$ cat config.mk
export PLATFORM = sky130hd
export DESIGN_NAME = uart_rx_param
export DESIGN_NICKNAME = d
export VERILOG_FILES = /design/src/rtl/uart_rx_param.sv
export SDC_FILE = /design/constraint.sdc
export NUM_CORES = 1
export LEC_CHECK = 0
export CAP_MARGIN = 20
export CORE_UTILIZATION = 54
export CTS_CLUSTER_DIAMETER = 50
export CTS_CLUSTER_SIZE = 14
export DETAILED_ROUTE_END_ITERATION = 6
export PLACE_DENSITY = 0.78
export SETUP_SLACK_MARGIN = 0.2
export SKIP_LAST_GASP = 1
export SLEW_MARGIN = 30
export SYNTH_ARGS = -nofsm -noshare
export SYNTH_HDL_FRONTEND = slang
export SYNTH_SLANG_ARGS = --single-unit
$ cat constraint.sdc
create_clock -name clk -period 2.7 [get_ports clk]
set_input_delay 0.27 -clock clk [delete_from_list [all_inputs] [get_ports clk]]
set_output_delay 0.27 -clock clk [all_outputs]
set_load 0.05 [all_outputs]
$ cat src/rtl/uart_rx_param.sv
// uart_rx_param: oversampling UART receiver, 5..9 data bits, optional parity,
// 1/2 stop bits, valid/ready holding register. Break detect: UART_RX_BREAK_EN.
module uart_rx_param #(
   parameter int CLK_FREQ   = 100_000_000,
   parameter int BAUD       = 115200,
   parameter int OVERSAMPLE = 16,
   parameter int DATA_BITS  = 8,
   parameter int PARITY     = 0,
   parameter int STOP_BITS  = 1
) (
   input  logic                 clk,
   input  logic                 rst,
   input  logic                 rx,
   output logic [DATA_BITS-1:0] data_out,
   output logic                 data_valid,
   input  logic                 data_ready,
   output logic                 parity_err,
   output logic                 frame_err,
   output logic                 overrun_err,
`ifdef UART_RX_BREAK_EN
   output logic                 break_det,
`endif
   output logic                 busy
);

   localparam int BAUD_OS = BAUD * OVERSAMPLE;
   localparam int DIV = (CLK_FREQ + BAUD_OS / 2) / BAUD_OS;
   localparam int DW = (DIV > 2) ? $clog2(DIV) : 1;
   localparam int SW = $clog2(OVERSAMPLE);

   localparam logic [DW-1:0] DIV_LAST  = DW'(DIV - 1);
   localparam logic [SW-1:0] HALF_LAST = SW'(OVERSAMPLE / 2 - 1);
   localparam logic [SW-1:0] FULL_LAST = SW'(OVERSAMPLE - 1);
   localparam logic [3:0]    DATA_LAST = 4'(DATA_BITS - 1);
   localparam logic [3:0]    STOP_LAST = 4'(STOP_BITS - 1);
   localparam bit            HAS_PAR   = (PARITY != 0);
   localparam bit            PAR_ODD   = (PARITY == 1);

   if (DIV < 2) begin : g_bad_div
      $error("uart_rx_param: clock too slow for BAUD*OVERSAMPLE");
   end
   if (OVERSAMPLE < 8 || (OVERSAMPLE % 2) != 0) begin : g_bad_os
      $error("uart_rx_param: OVERSAMPLE must be even and >= 8");
   end
   if (DATA_BITS < 5 || DATA_BITS > 9) begin : g_bad_dbits
      $error("uart_rx_param: DATA_BITS must be 5..9");
   end
   if (PARITY < 0 || PARITY > 2) begin : g_bad_par
      $error("uart_rx_param: PARITY must be 0, 1 or 2");
   end
   if (STOP_BITS < 1 || STOP_BITS > 2) begin : g_bad_stop
      $error("uart_rx_param: STOP_BITS must be 1 or 2");
   end

   typedef enum logic [2:0] {
      S_IDLE  = 3'd0,
      S_START = 3'd1,
      S_DATA  = 3'd2,
      S_PAR   = 3'd3,
      S_STOP  = 3'd4
`ifdef UART_RX_BREAK_EN
      ,
      S_BRK   = 3'd5
`endif
   } state_t;

   state_t state;
   state_t state_nxt;

   logic                 sync_1;
   logic                 sync_rx;
   logic                 prev_rx;
   logic                 fall;

   logic [DW-1:0]        div_cnt;
   logic                 tick;
   logic [SW-1:0]        samp_cnt;
   logic                 half_hit;
   logic                 full_hit;
   logic [3:0]           bit_cnt;

   logic                 samp_clr;
   logic                 data_smp;
   logic                 par_smp;
   logic                 stop_smp;
   logic                 done;

   logic [DATA_BITS-1:0] shreg;
   logic                 par_bit;
   logic                 stop_low;
   logic                 frm_now;
   logic                 par_now;
   logic                 word_in;

`ifdef UART_RX_BREAK_EN
   logic                 first_low;
   logic                 first_now;
   logic                 brk;
`endif

   // Two-stage synchroniser plus one history flop for edge detection.
   always_ff @(posedge clk) begin
      if (!rst) begin
         sync_1  <= 1'b1;
         sync_rx <= 1'b1;
         prev_rx <= 1'b1;
      end else begin
         sync_1  <= rx;
         sync_rx <= sync_1;
         prev_rx <= sync_rx;
      end
   end

   assign fall = prev_rx & ~sync_rx;

   // Oversample tick divider; parked at zero while idle so a start edge
   // always begins a fresh tick period.
   always_ff @(posedge clk) begin
      if (!rst) begin
         div_cnt <= '0;
      end else if (state == S_IDLE || tick) begin
         div_cnt <= '0;
      end else begin
         div_cnt <= div_cnt + DW'(1);
      end
   end

   assign tick     = (div_cnt == DIV_LAST);
   assign half_hit = tick && (samp_cnt == HALF_LAST);
   assign full_hit = tick && (samp_cnt == FULL_LAST);

   // Ticks elapsed inside the current bit.
   always_ff @(posedge clk) begin
      if (!rst) begin
         samp_cnt <= '0;
      end else if (state == S_IDLE || samp_clr) begin
         samp_cnt <= '0;
      end else if (tick) begin
         samp_cnt <= samp_cnt + SW'(1);
      end
   end

   // Bits sampled in the current state; restarts on every state change.
   always_ff @(posedge clk) begin
      if (!rst) begin
         bit_cnt <= '0;
      end else if (state_nxt != state) begin
         bit_cnt <= '0;
      end else if (data_smp || stop_smp) begin
         bit_cnt <= bit_cnt + 4'd1;
      end
   end

   // FSM state register.
   always_ff @(posedge clk) begin
      if (!rst) begin
         state <= S_IDLE;
      end else begin
         state <= state_nxt;
      end
   end

   // FSM next-state logic.
   always_comb begin
      state_nxt = state;
      unique case (state)
         S_IDLE: begin
            if (fall) begin
               state_nxt = S_START;
            end
         end
         S_START: begin
            if (half_hit) begin
               state_nxt = sync_rx ? S_IDLE : S_DATA;
            end
         end
         S_DATA: begin
            if (full_hit && bit_cnt == DATA_LAST) begin
               state_nxt = HAS_PAR ? S_PAR : S_STOP;
            end
         end
         S_PAR: begin
            if (full_hit) begin
               state_nxt = S_STOP;
            end
         end
         S_STOP: begin
            if (done) begin
`ifdef UART_RX_BREAK_EN
               state_nxt = brk ? S_BRK : S_IDLE;
`else
               state_nxt = S_IDLE;
`endif
            end
         end
`ifdef UART_RX_BREAK_EN
         S_BRK: begin
            if (sync_rx) begin
               state_nxt = S_IDLE;
            end
         end
`endif
         default: begin
            state_nxt = S_IDLE;
         end
      endcase
   end

   // FSM outputs: sample strobes and frame completion.
   always_comb begin
      samp_clr = 1'b0;
      data_smp = 1'b0;
      par_smp  = 1'b0;
      stop_smp = 1'b0;
      done     = 1'b0;
      busy     = (state != S_IDLE);
      unique case (state)
         S_START: begin
            samp_clr = half_hit;
         end
         S_DATA: begin
            samp_clr = full_hit;
            data_smp = full_hit;
         end
         S_PAR: begin
            samp_clr = full_hit;
            par_smp  = full_hit;
         end
         S_STOP: begin
            samp_clr = full_hit;
            stop_smp = full_hit;
            done     = full_hit && (bit_cnt == STOP_LAST);
         end
         default: begin
            samp_clr = 1'b0;
         end
      endcase
   end

   // Data, parity and stop-bit capture (LSB arrives first).
   always_ff @(posedge clk) begin
      if (!rst) begin
         shreg    <= '0;
         par_bit  <= 1'b0;
         stop_low <= 1'b0;
      end else begin
         if (data_smp) begin
            shreg <= {sync_rx, shreg[DATA_BITS-1:1]};
         end
         if (par_smp) begin
            par_bit <= sync_rx;
         end
         if (stop_smp) begin
            stop_low <= (bit_cnt == 4'd0) ? ~sync_rx
                                          : (stop_low | ~sync_rx);
         end
      end
   end

   // Flags of the completing frame include the stop sample taken now.
   assign frm_now = ~sync_rx | (stop_low & (bit_cnt != 4'd0));
   assign par_now = HAS_PAR & ((^shreg ^ par_bit) != PAR_ODD);

`ifdef UART_RX_BREAK_EN
   // First stop sample, kept for the break test on two-stop frames.
   always_ff @(posedge clk) begin
      if (!rst) begin
         first_low <= 1'b0;
      end else if (stop_smp && bit_cnt == 4'd0) begin
         first_low <= ~sync_rx;
      end
   end

   assign first_now = (bit_cnt == 4'd0) ? ~sync_rx : first_low;
   assign brk       = (shreg == '0) & (!HAS_PAR | ~par_bit) & first_now;
   assign word_in   = done & ~brk;

   // One-cycle break indication instead of delivering a word.
   always_ff @(posedge clk) begin
      if (!rst) begin
         break_det <= 1'b0;
      end else begin
         break_det <= done & brk;
      end
   end
`else
   assign word_in = done;
`endif

   // Holding register: load when empty or drained this cycle, else overrun.
   always_ff @(posedge clk) begin
      if (!rst) begin
         data_out    <= '0;
         data_valid  <= 1'b0;
         parity_err  <= 1'b0;
         frame_err   <= 1'b0;
         overrun_err <= 1'b0;
      end else begin
         overrun_err <= 1'b0;
         if (word_in && (!data_valid || data_ready)) begin
            data_out   <= shreg;
            data_valid <= 1'b1;
            parity_err <= par_now;
            frame_err  <= frm_now;
         end else if (word_in) begin
            overrun_err <= 1'b1;
         end else if (data_valid && data_ready) begin
            data_out   <= '0;
            data_valid <= 1'b0;
            parity_err <= 1'b0;
            frame_err  <= 1'b0;
         end
      end
   end

endmodule

### After elaboration in Yosys (flattened, before gate mapping)

Cells that the tools add are included.

* latch bits: 0
* logic and storage cells: 74
* flip-flop bits (word level): 40
* memory bits (writable): 0
* output and inout port bits: 13
* memories: 0
* ROM bits: 0

* magnitude comparators: 0
* multiply operators: 0
* muxes and demuxes: 20
* equality and inequality tests: 10
* reduce and logical (&&, ||, !) cells: 22
* bitwise gates (word level): 6
* shifts and indexed selects: 0
* $add $sub $neg: 3
* div/mod/pow operators: 0

Operators by type and width (count)
* 8-bit two-way mux: 3
* 3-bit two-way mux: 5
* 3-bit one-hot mux with 5 select lines: 1
* 1-bit two-way mux: 9
* 4-bit by 1-bit adder with 4-bit output (second input constant): 2
* 4-bit by 3-bit == test with 1-bit output (second input constant): 2
* 2-bit OR reduction: 4
* 6-bit by 1-bit adder with 6-bit output (second input constant): 1
* 3-bit by 2-bit == test with 1-bit output (second input constant): 2
* 6-bit == test (second input constant): 1
* 1-bit logical AND: 6
* 4-bit == test (second input constant): 1
* 4-bit logical NOT: 1
* 1-bit logical OR: 4
* 4-bit nonzero test: 1
* 3-bit by 1-bit == test with 1-bit output (second input constant): 1
* 3-bit == test (second input constant): 1
* 3-bit logical NOT: 1
* 3-bit inequality test: 1
* 3-bit nonzero test: 1
* 3-bit OR reduction: 1
* 1-bit AND: 2
* 2-bit two-way mux: 1
* 2-bit by 1-bit inequality test with 1-bit output (second input constant): 1
* other kinds (6): 8

### Longest topological paths before layout

Gate-level depths: netlist of run 1.

* depth in word-level cells: 8
* depth in mapped cells: 8

### Worst setup path before layout of run 1

Ideal clock, no wire load.

* path kind: register to register
* start point: register state[2]
* end point: register bit_cnt[0]
* buffers on the path: 1
* cell stages (with the launch flop): 6
* library setup time: 0.134 ns
* clock period less this slack: 1.786 ns
* data required time: 2.566 ns
* data arrival time: 1.652 ns
* path slack: 0.914 ns
* cell sequence: dfxtp_1 -> clkbuf_1 -> or3_1 -> nor3b_1 -> nand4b_1 -> a211oi_1

* word-level cells in the longest chain between the ends: 6
* elaborated cells between the ends (all ways): 17
* classes of those cells: eq/ne: 5; mux: 9; reduce/logical: 3

Ends and longest elaborated chain
* from (decl): RTL line 67 `state_t state;`
* from (signal assigned): RTL line 159 `state <= state_nxt;`
* 3-bit == test: RTL line 166, 217
* 1-bit two-way mux: RTL line 217 `unique case (state)`
* 3-bit two-way mux: RTL line 188 `if (done) begin`
* 3-bit one-hot mux with 5 select lines: RTL line 166 `unique case (state)`
* 3-bit inequality test: RTL line 147 `end else if (state_nxt != state) begin`
* 2-bit OR reduction (no source line)
* to (signal assigned): RTL line 150 `bit_cnt <= bit_cnt + 4'd1;`
* to (decl): RTL line 80 `logic [3:0] bit_cnt;`

Parallel ways exist; a longest one is shown, timed or not.
A chain may end at the register's enable or synchronous reset.

### Worst setup path after layout of run 1

* start point: register state[2]
* end point: output port busy

* word-level cells in the longest chain between the ends: 1

Ends and longest elaborated chain
* 3-bit nonzero test: RTL line 216 `busy = (state != S_IDLE);`
* to (decl): RTL line 23 `output logic busy`

Every way passes these cells.

==> results of run 1 <==
cell type report:
cell class / count / area, sq um / area share (%)
timing repair buffer: 17 / 165.2 / 8.019
sequential: 40 / 800.8 / 38.88
inverter: 9 / 33.78 / 1.640
multi-input combinational: 143 / 909.6 / 44.17
clock inverter: 1 / 30.03 / 1.458
tap: 44 / 55.05 / 2.673
clock buffer: 7 / 65.06 / 3.159
registers in the layout, indices dropped and copies added, names as in the netlist, 3 cells and up:
signal	count
data_out	8
div_cnt	6
bit_cnt	4
state	3
samp_cnt	4
shreg	8
per-layer routing:
metal / wire length [um] / share of wire, % / vias up / track usage, %
li1: - / - / 730 / -
met1: 1554 / 46 / 672 / 27.70
met2: 1682 / 50 / 30 / 35.08
met3: 132 / 3.9 / 2 / 8.009
met4: 21 / 0.62 / 0 / 7.309
met5: 0 / 0 / - / 0
final timing paths:
kind / end / depth (start not counted) / slack [ps]
setup / recovery: busy / 2 / 440
hold / removal: sync_rx / 1 / 410
setup reg to reg: data_out[2] / 5 / 690
hold reg to reg: sync_rx / 1 / 410
report_power, final:
| group | internal (mW) | total (mW) | switching, mW |
|---|---|---|---|
| Combinational | 0.0115 | 0.0335 | 0.0220 |
| Sequential | 0.593 | 0.597 | 0.00355 |
| Clock | 0.246 | 0.439 | 0.193 |
synth_stat cells, types with 2 or more instances:
master    count
clkbuf_1      5
nor2_1       22
o31ai_1       3
xor2_1        3
a21oi_1       4
o211ai_1      3
a31oi_1       2
or4_1         2
buf_4         2
and3b_1       2
o21ai_0       7
inv_1         8
mux2i_1       8
or3_1         2
dfxtp_1      40
nand2_1      25
nand3_1       7
nor3_1        2
ha_1          5
nand3b_1      2
a211oi_1      3
buf_6         3
nor2b_1       2
o21a_1        3
nand2b_1      3
nor3b_1       4
o22ai_1       9
xnor2_1       6
metrics by stage:
step | cell area (sq um) | hold WS (ps)
finish | 2059 | 413.6
detailed placement | 1964 | 402.1
floorplan | 1817 | 371.5
CTS | 2059 | 426.4
global route | 2059 | 456.2
global placement | 1964 | 391.2
cell families (layout without fill, tap and decap cells):
group,Yosys count,after routing,synth area share (%)
simple gates,82,82,23.55
mux,8,8,4.408
flops,40,40,44.08
xor+xnor,9,9,4.339
other cells,1,1,0.2064
fa+ha+maj,5,5,3.444
buf+inv,20,34,5.853
compound gates,38,38,14.12
==> run_results.csv, run 1 <==
group,metric,value,unit
placement,placed_cells,253,
cts,ctsHtreeMaxLevel,2,
route,drt-vias-per-instance,5.494,
die,core,3128,sq um
route,route.detailed.drc,0,
global_route,grt_max_degree,14,
cts,cts_tree,"built",
logic_synthesis,synth_area_leader_cell,"dfxtp_1",
timing,fin_crit,2259,ps
logic_synthesis,ys_seq_elements,40,
placement,io_buffers,15,
timing,fin_ws,441.1,ps
route,drt_pass1_iterations,4,
cts,clkSinkCount,40,
critical_path,cp_data_required_time,2430,ps
die,pin_count,17,
logic_synthesis,syn_area,1817,sq um
job,drv_cap,0,
cells_and_area,antenna_cells,0,
power,power.density,519.0,nW/um^2
cells_and_area,layout.cells.most_common,"dfxtp_1",
placement,gp_congestion,0.8152,
route,wirelength,3.391,mm
logic_synthesis,syn-num-nets,212,
timing,hold_viol_final,0,
critical_path,path_buf_inv,1,
critical_path,worstPathMaxFanout,11,
cells_and_area,final_cell_count_no_fill,261,
timing,fmax,0.4427,GHz
cts,clk_pin_slew,120,ps
die,die_w,60,um
global_route,grt_pass1_vias,1348,
global_route,grt_usage,22.09,%
cts,clockBufferDepth,2,
timing,fin_crit_sh,83.66,%
critical_path,reg2reg_from,"samp_cnt[0]",
logic_synthesis,synth_edf_count,0,
cells_and_area,drive_above_1_share,7.373,%
critical_path,path_class,"reg2out",
critical_path,crit_chain,"or3_1 > clkdlybuf4s50_1",
die,rows,20,
cells_and_area,area_growth,13.36,%
cells_and_area,final_core_util,65.84,%
timing,slew_violations,0,
logic_synthesis,synth.top_cell.area_share,44.08,%
die,die_y,60,um
timing,clock-skew-final,14.54,ps
critical_path,worst_setup_path_end_kind,"output pin",
cts,cts-buffers-inserted,5,
power,p_leak,0.7620,nW
cells_and_area,fill_cells,272,
logic_synthesis,avgSynthCellArea,8.949,sq um
placement,place_ws,714.0,ps
timing,tightestPinTransition,621.3,ps
global_route,grt_pass1_wl,5.858,mm
logic_synthesis,async_reset_ff_share,0,%
global_route,grt_overflow_total,0,
logic_synthesis,syn-instance-count,203,
cells_and_area,final_cell_mix,"dfxtp_1, nand2_1, nor2_1, clkdlybuf4s50_1, o22ai_1",
route,wire_per_inst,12.99,um
logic_synthesis,yosys-top-cells-area,"dfxtp_1, nand2_1, nor2_1",
cts,ctsRootBufferMaster,"clkbuf_4",
timing,max_slew_margin,58.33,%
timing,rsz0062_at_grt,"no",
critical_path,crit_path_top_delay_cell,"clkdlybuf4s50_1",
cts,clock_latency,340,ps
logic_synthesis,seq_area_frac_synth,44.08,%
die,dieArea,3600,sq um
logic_synthesis,ys_types,44,
hold_path,hold_class,"reg2reg",
outcome,status,"finished, final reports clean",
timing,tns,0,ps
die,initial_core_util,58.08,%
cts,cts_repair_resize_count,0,
global_route,antenna_found_initial,0,
critical_path,slowest_delay,730,ps
power,power,1.069,mW
logic_synthesis,yosys_warnings,0,
power,irDropWorstVdd,0.0003193,V
route,drtIter0Drc,57,
route,vias,1434,
cts,postCtsHoldBufs,0,
placement,dp_hpwl,2.445,mm
critical_path,crit_arrival,1990,ps
route,final_antenna_net_count,0,
cells_and_area,final_nets,225,
cts,post_cts_buffers,0,
hold_path,hold_start,"sync_1",
timing,setup_viol,0,
logic_synthesis,synth_flop_cell,"dfxtp_1",
critical_path,cp-startpoint,"state[2]",
critical_path,critical-path-top-delay-family,"buffers and inverters",
critical_path,crit_path_start_kind,"flip-flop",
No activity file was read; power rests on OpenSTA's default activity.
==> inputs of run 2 (changes only) <==
==> constraint.sdc (replaced) <==
create_clock -name clk -period 2.26 [get_ports clk]
set_input_delay 0.226 -clock clk [delete_from_list [all_inputs] [get_ports clk]]
set_output_delay 0.226 -clock clk [all_outputs]
set_load 0.05 [all_outputs]
==> run 2 against run 1 <==
- via count grew 3.2%
- register-to-register slack lost 280 ps
- sequential share of layout area increased by 0.36 points
- sequential power grew 19%
- clock skew down 4.8 ps
- critical path type unchanged
- largest cell class unchanged
==> run_results.csv, run 2 (synthesis results as in run 1) <==
group,metric,value,unit
route,final_antenna_net_count,0,
power,p_leak,0.7542,nW
critical_path,r2r_slack,410,ps
critical_path,worst_setup_path_end_kind,"output pin",
global_route,grt_overflow_total,0,
placement,post_dp_cell_area,1979,sq um
cells_and_area,final_area,2041,sq um
route,vias,1480,
route,drt_pass1_iterations,4,
power,clock_power_share,30.6,%
cells_and_area,area_growth,12.33,%
critical_path,crit_path_start_kind,"flip-flop",
cells_and_area,fill_cells,283,
die,dieArea,3600,sq um
global_route,grt_pass1_wl,5.858,mm
timing,slew_violations,0,
hold_path,min_path_cells,1,
critical_path,reg2reg_from,"samp_cnt[0]",
cells_and_area,top_regs,"data_out x8, shreg x8, div_cnt x6",
die,rows,20,
die,initial_core_util,58.08,%
timing,fmax,0.5202,GHz
global_route,grt_pass1_vias,1334,
timing,max_slew_margin,66.42,%
die,core,3128,sq um
placement,io_buffers,15,
critical_path,r2r-end,"data_out[7]",
critical_path,slowest_delay,470,ps
timing,setup_viol,0,
cts,postCtsHoldBufs,0,
global_route,grt_max_degree,26,
power,irDropWorstVdd,0.0003532,V
cts,clockBufferDepth,2,
cts,cts_tree,"built",
timing,tns,0,ps
hold_path,min_to,"sync_rx",
cts,cts-buffers-inserted,5,
power,combPwrFrac,3.7,%
hold_path,hold_class,"reg2reg",
die,pin_count,17,
timing,fin_crit_sh,85.06,%
power,intPower,0.8360,mW
cts,post_cts_buffers,0,
cts,clk_pin_slew,110,ps
critical_path,path_class,"reg2out",
power,netSwitchingFraction,22.93,%
route,drt-vias-per-instance,5.649,
critical_path,crit_arrival,1700,ps
timing,fin_crit,1922,ps
outcome,status,"finished, final reports clean",
cells_and_area,layout.cells.most_common,"dfxtp_1",
global_route,met2_usage,36.19,%
timing,tightestPinTransition,502.2,ps
cells_and_area,final_cell_mix,"dfxtp_1, nand2_1, nor2_1, clkdlybuf4s50_1, o22ai_1",
timing,hold_viol_final,0,
global_route,gr-usage-met1,27.36,%
die,die_w,60,um
cts,ctsHtreeMaxLevel,2,
critical_path,cp_data_required_time,2030,ps
critical_path,crit_chain,"or3_1 > dlygate4sd2_1",
route,wirelength,3.551,mm
critical_path,reg2regPathDepth,5,
critical_path,worstPathMaxFanout,10,
cts,ctsRootBufferMaster,"clkbuf_4",
timing,clock-skew-final,9.769,ps
die,die_y,60,um
hold_path,hold_start,"sync_1",
route,wire_per_inst,13.55,um
critical_path,crit_path_top_delay_cell,"or3_1",
power,power.density,531.6,nW/um^2
timing,rsz0062_at_grt,"no",
cells_and_area,final_nets,227,
global_route,grt.busiest_layer,"met2",
global_route,antenna_found_initial,0,
job,drv_cap,0,
global_route,grt_usage,22.25,%
cts,clock_latency,340,ps
placement,gp_congestion,0.8214,
route,drtIter0Drc,95,
placement,dp_hpwl,2.648,mm
cells_and_area,drive_above_1_share,8.716,%
global_route,groute.layer.met3.usage,5.411,%
power,switchingPower,0.2488,mW
power,p_seq_share,65.7,%
route,route.detailed.drc,0,
cells_and_area,antenna_cells,0,
cts,clkSinkCount,40,
run 2: critical path, delay by kind of cell (launching register included):
| kind | cells | cell delay (ps) |
|---|---|---|
| DFF | 1 | 430 |
| and+or+nand+nor | 1 | 470 |
| buffers and inverters | 1 | 460 |
run 2: power by group through the flow:
stage | logic (mW) | registers [mW] | clock network, mW
5_1_grt | 0.0436 | 0.713 | 0.362
3_5_place_dp | 0.0401 | 0.729 | 0
2_1_floorplan | 0.0289 | 0.726 | 0
3_3_place_gp | 0.0391 | 0.728 | 0
4_1_cts | 0.0395 | 0.712 | 0.344
6_report | 0.0398 | 0.713 | 0.332
run 2: worst max-delay path by stage:
| stage | start | endpoint | slack [ps] | cells past startpoint |
|---|---|---|---|---|
| floorplan | state[2] | bit_cnt[0] | 470 | 5 |
| global placement | samp_cnt[0] | frame_err | 400 | 5 |
| detailed placement | samp_cnt[0] | data_out[7] | 270 | 5 |
| CTS | samp_cnt[0] | data_out[7] | 260 | 5 |
| global route | state[1] | busy | 260 | 2 |
| finish | state[1] | busy | 340 | 2 |
run 2: what timing repair did:
action | 4_1_cts | 5_1_grt
setup endpoints to repair | 1 | 9
hold endpoints to repair | 0 | 0
gates resized for setup | 1 | 4
pin swaps | 0 | 0
run 2: final cells by class:
cell class	count	area, sq um	area share (%)
Clock buffer	6	41.29	2.023
Clock inverter	1	5.005	0.2452
Inverter	9	33.78	1.655
Multi-Input combinational cell	143	925.9	45.37
Sequential cell	40	800.8	39.24
Tap cell	44	55.05	2.698
Timing Repair Buffer	19	178.9	8.768
run 2: metal layers:
layer,share of wire [%],wire (um)
met3,4.4,158
met4,2.1,73
met2,48,1722
met1,45,1596
met5,0,0
run 2: stage by stage:
step / power (mW) / setup WS, ps / utilization, % / instances / hold WS, ps
after CTS: 1.095 / 262.9 / 64.72 / 262 / 422.0
after floorplan: 0.7548 / 474.3 / - / 203 / 327.5
after global routing: 1.119 / 257.9 / 65.24 / 262 / 440.6
after global placement: 0.7672 / 403.4 / 63.28 / 255 / 389.6
after detailed placement: 0.7686 / 273.7 / 63.28 / 255 / 397.8
final: 1.085 / 337.6 / 65.24 / 262 / 425.7
